--- src/rtl/cpu_pipe_pkg.sv ---
// Shared CPU pipeline definitions: default datapath widths, the NOP encoding
// and the {pc, inst} entry held by pipeline registers.
package cpu_pipe_pkg;

  localparam int          PIPE_ADDR_W   = 32;
  localparam int          PIPE_INST_W   = 32;
  localparam logic [31:0] PIPE_NOP_INST = 32'h0;

  // Stage widths are expected not to exceed these field widths.
  typedef struct packed {
    logic [PIPE_ADDR_W-1:0] pc;
    logic [PIPE_INST_W-1:0] inst;
  } pipe_entry_t;

endpackage

--- src/rtl/pipe_sat_counter.sv ---
// Saturating up-counter for pipeline performance statistics.
// Sticks at all-ones; cleared only by rst.
module pipe_sat_counter #(
  parameter int CNT_W = 16
) (
  input  logic             clk,
  input  logic             rst,
  input  logic             inc,
  output logic [CNT_W-1:0] count
);

  logic [CNT_W-1:0] count_reg;

  always_ff @(posedge clk) begin
    if (rst) begin
      count_reg <= '0;
    end else if (inc && (count_reg != {CNT_W{1'b1}})) begin
      count_reg <= count_reg + 1'b1;
    end
  end

  assign count = count_reg;

endmodule

--- src/rtl/if_id_skid.sv ---
// IF/ID pipeline register with a 2-entry (main + skid) buffer, registered
// in_ready and flush-to-NOP. Optional counters under IF_ID_SKID_PERF_EN.
module if_id_skid
  import cpu_pipe_pkg::*;
#(
  parameter int                ADDR_W   = PIPE_ADDR_W,
  parameter int                INST_W   = PIPE_INST_W,
  parameter logic [INST_W-1:0] NOP_INST = INST_W'(PIPE_NOP_INST),
  parameter int                CNT_W    = 16
) (
  input  logic              clk,
  input  logic              rst,
  input  logic              flush,
  input  logic              in_valid,
  output logic              in_ready,
  input  logic [ADDR_W-1:0] in_pc,
  input  logic [INST_W-1:0] in_inst,
  output logic              out_valid,
  input  logic              out_ready,
  output logic [ADDR_W-1:0] out_pc,
  output logic [INST_W-1:0] out_inst,
  output logic [CNT_W-1:0]  stall_cnt,
  output logic [CNT_W-1:0]  bubble_cnt
);

  pipe_entry_t main_reg, main_next;
  pipe_entry_t skid_reg, skid_next;
  pipe_entry_t in_entry;
  logic        main_valid_reg, main_valid_next;
  logic        skid_valid_reg, skid_valid_next;
  logic        in_ready_reg;
  logic        in_xfer, out_xfer;

  assign in_xfer       = in_valid && in_ready_reg;
  assign out_xfer      = main_valid_reg && out_ready;
  assign in_entry.pc   = PIPE_ADDR_W'(in_pc);
  assign in_entry.inst = PIPE_INST_W'(in_inst);

  always_comb begin
    main_next       = main_reg;
    skid_next       = skid_reg;
    main_valid_next = main_valid_reg;
    skid_valid_next = skid_valid_reg;
    if (flush) begin
      // Squash everything; pc is left as-is so decode sees a stable address.
      main_valid_next = 1'b0;
      skid_valid_next = 1'b0;
      main_next.inst  = PIPE_INST_W'(NOP_INST);
    end else if (!main_valid_reg) begin
      if (in_xfer) begin
        main_next       = in_entry;
        main_valid_next = 1'b1;
      end
    end else if (out_xfer) begin
      if (skid_valid_reg) begin
        main_next       = skid_reg;
        skid_valid_next = 1'b0;
      end else if (in_xfer) begin
        main_next = in_entry;
      end else begin
        main_valid_next = 1'b0;
        main_next.inst  = PIPE_INST_W'(NOP_INST);
      end
    end else if (in_xfer) begin
      skid_next       = in_entry;
      skid_valid_next = 1'b1;
    end
  end

  always_ff @(posedge clk) begin
    if (rst) begin
      main_reg.pc    <= '0;
      main_reg.inst  <= PIPE_INST_W'(NOP_INST);
      skid_reg       <= '0;
      main_valid_reg <= 1'b0;
      skid_valid_reg <= 1'b0;
      in_ready_reg   <= 1'b1;
    end else begin
      main_reg       <= main_next;
      skid_reg       <= skid_next;
      main_valid_reg <= main_valid_next;
      skid_valid_reg <= skid_valid_next;
      // Registered from next skid state: no path from out_ready to in_ready.
      in_ready_reg   <= !skid_valid_next;
    end
  end

  assign in_ready  = in_ready_reg;
  assign out_valid = main_valid_reg;
  assign out_pc    = ADDR_W'(main_reg.pc);
  assign out_inst  = INST_W'(main_reg.inst);

`ifdef IF_ID_SKID_PERF_EN
  logic [1:0]       perf_inc;
  logic [CNT_W-1:0] perf_cnt [2];

  assign perf_inc[0] = main_valid_reg && !out_ready;
  assign perf_inc[1] = !main_valid_reg;

  for (genvar gi = 0; gi < 2; gi++) begin : g_perf
    pipe_sat_counter #(.CNT_W(CNT_W)) u_cnt (
      .clk   (clk),
      .rst   (rst),
      .inc   (perf_inc[gi]),
      .count (perf_cnt[gi])
    );
  end

  assign stall_cnt  = perf_cnt[0];
  assign bubble_cnt = perf_cnt[1];
`else
  assign stall_cnt  = '0;
  assign bubble_cnt = '0;
`endif

endmodule

--- config.mk ---
export PLATFORM = sky130hd
export DESIGN_NAME = if_id_skid
export DESIGN_NICKNAME = d
export VERILOG_FILES = /design/src/rtl/cpu_pipe_pkg.sv /design/src/rtl/pipe_sat_counter.sv /design/src/rtl/if_id_skid.sv
export SDC_FILE = /design/constraint.sdc
export NUM_CORES = 1
export LEC_CHECK = 0
export ABC_AREA = 1
export ABC_CLOCK_PERIOD_IN_PS = 2400
export CORE_ASPECT_RATIO = 1.1
export CORE_UTILIZATION = 40
export CTS_CLUSTER_SIZE = 16
export DETAILED_ROUTE_END_ITERATION = 8
export PLACE_DENSITY = 0.76
export SLEW_MARGIN = 20
export SYNTH_ARGS = -nofsm -noshare
export SYNTH_HDL_FRONTEND = slang
export SYNTH_SLANG_ARGS = --single-unit
--- constraint.sdc ---
create_clock -name clk -period 2.4 [get_ports clk]
set_input_delay 0.24 -clock clk [delete_from_list [all_inputs] [get_ports clk]]
set_output_delay 0.24 -clock clk [all_outputs]
set_load 0.1 [all_outputs]
==> flow_summary_export.csv <==
group,metric,value,unit
setup_path,cp.required,2.75,ns
synthesis,ys_types,19,
floorplan,initial_core_util,0.415,
setup_path,crit_fanout,64,
job,cap_violations,0,
pwr,seq_power_share,0.383,
synthesis,synth-warning-count,0,
setup_path,cp.arrival,1.93,ns
hold_path,hp-class,"input port to register",
synthesis,ys_top_cells_by_area,"dfxtp_1 (45%), nand2_1 (11%), a21oi_1 (8.3%)",
clock_network,cts_hold_buf,0,
global_route,overflow,0,
routing,drt_pass1_iterations,4,
global_route,grt_pass1_vias,4643,
place,hpwl,8.46,mm
routing,vias,5267,
synthesis,ys_ff_latch,131,
timing,finalCritPeriodShare,0.660,
global_route,grt_max_degree,65,
cells_and_area,nets,994,
hold_path,min_from,"in_inst[14]",
timing,hold_viol_final,0,
timing,min_period,1.58,ns
cells_and_area,area_delta_synth_final,29.1,%
pwr,irDropWorstVdd,0.000378,V
clock_network,clk_latency,0.41,ns
synthesis,syn_area_per_cell,7.09,um^2
clock_network,cts_tree,"yes",
timing,max_slew_margin,0.552,
floorplan,pin_count,167,
timing,tightest_slew,0.671,ns
cells_and_area,drive_above_1_share,0.119,
floorplan,die-area,15000,um^2
timing,setup_tns,0,ns
synthesis,synthesis.area,5820,um^2
routing,drc,0,
synthesis,yosys.area.top_type_share,0.450,
routing,wl_per_cell,12.1,um
timing,setup_violations,0,
setup_path,crit_type,"register to register",
global_route,groute.usage.overall,0.188,
clock_network,post_cts.repair.setup_buffers,0,
synthesis,yosysTopAreaCell,"dfxtp_1",
pwr,clkPwrFrac,0.395,
cells_and_area,mostFrequentLayoutCells,"nand2_1 (163), dfxtp_1 (131), inv_1 (99)",
floorplan,core,14000,um^2
pwr,combPwrFrac,0.222,
synthesis,ys_seq_area_frac,0.450,
pwr,p_per_area,804,nW/um^2
cells_and_area,largest_register_ffs,64,
floorplan,die_w,117,um
setup_path,startpoint,"out_valid$_SDFF_PP0_",
global_route,grt_pass1_wl,21.9,mm
pwr,switching_share,0.325,
setup_path,end_kind,"register",
timing,fmax,631,MHz
clock_network,cts_made_buffers,17,
clock_network,clk_pin_slew,0.05,ns
routing,vias_per_cell,4.68,
clock_network,clockBufferDepth,2,
floorplan,die_y,129,um
cells_and_area,num-fill-cells,1349,
floorplan,row_count,45,
pwr,switchingPower,1.97,mW
clock_network,cts_root_buffer,"clkbuf_16",
cells_and_area,n_antenna_cell,0,
routing,wirelength,13.6,mm
cells_and_area,final_common_cell,"nand2_1",
outcome,status,"completed",
place,io_buffer_count,134,
pwr,intPower,4.08,mW
global_route,antenna_found_initial,0,
place,place.gp.congestion,0.762,
synthesis,synth_cells,821,
cells_and_area,fin_util,0.536,
pwr,power,6.04,mW
clock_network,clkSinkCount,131,
timing,clock_skew,0.00820,ns
clock_network,ctsHtreeMaxLevel,4,
pwr,total_leakage_power,3.41,nW
routing,ant_nets,0,
timing,slew_violations,0,
timing,rsz0062_at_grt,"no",
setup_path,cp-start-kind,"register",
setup_path,reg2reg_from,"out_valid$_SDFF_PP0_",
clock_network,cts-resized-gates,0,
routing,initialDrtViolationCount,447,
## metrics by stage
step           hold slack, ns  cells  worst slack [ns]  cell area, um^2
6_report                0.434   1126             0.816             7520
5_1_grt                 0.449   1126             0.566             7520
4_1_cts                 0.417   1126             0.645             7510
3_5_place_dp            0.438   1094             0.215             6970
3_3_place_gp            0.432   1094             0.277             6970
2_1_floorplan           0.404    852             0.426             5940
## layout make-up
type,count,area (um^2),share of cell area
well taps,188,235,0.0313
clock inverters,5,50.0,0.00666
repair buffers,145,1300,0.172
clock buffers,27,493,0.0656
multi-input cells,528,2440,0.324
inverters,102,383,0.0509
flip-flops and latches,131,2620,0.349
## cell usage after synthesis
cell	number
nand2_1	165
dfxtp_1	131
inv_1	99
a21oi_1	97
o21ai_0	96
nor2_1	65
nand3_1	35
buf_4	32
o211ai_1	32
clkbuf_1	29
buf_2	27
buf_6	3
inv_2	2
nand2_2	2
nor2_4	2
and3_1	1
clkinv_1	1
conb_1	1
nand3_2	1
## final timing paths
check	slack [ns]	to	cells after the start
setup / recovery	0.82	out_inst[22]$_SDFFE_PP0P_	5
hold / removal	0.43	skid_reg[14]$_SDFFE_PP0P_	3
setup reg to reg	0.82	out_inst[22]$_SDFFE_PP0P_	5
hold reg to reg	0.44	skid_reg[36]$_SDFFE_PP0P_	2
## power groups by stage
stage | Sequential (mW) | Combinational [mW] | Clock, mW
finish | 2.32 | 1.34 | 2.38
global route | 2.33 | 1.43 | 2.56
CTS | 2.32 | 1.35 | 2.45
detailed placement | 2.36 | 1.34 | 0
global placement | 2.36 | 1.34 | 0
floorplan | 2.87 | 0.560 | 0
## kinds of logic (layout without fill, tap and decap cells)
kind of cell | count (synthesis) | after routing | synth area share
other cells | 1 | 32 | 0.000644
buf+inv | 193 | 279 | 0.155
compound gates | 225 | 225 | 0.207
simple gates | 271 | 271 | 0.187
flops | 131 | 131 | 0.450
## critical path, stage by stage (launching register included)
cell and delay (ns):
dfxtp_1 0.47, nand2_1 0.14, nand2_2 0.11, buf_4 0.44
o21ai_0 0.16, a21oi_1 0.15
## routing by layer
metal / vias up / wire length, um / global-route usage
met1: 2328 / 6170 / 0.237
met2: 154 / 6380 / 0.297
li1: 2769 / - / -
met3: 16 / 839 / 0.0546
met4: 0 / 201 / 0.0871
met5: - / 0 / 0
Note: power is estimated with default switching activity, not from simulation.
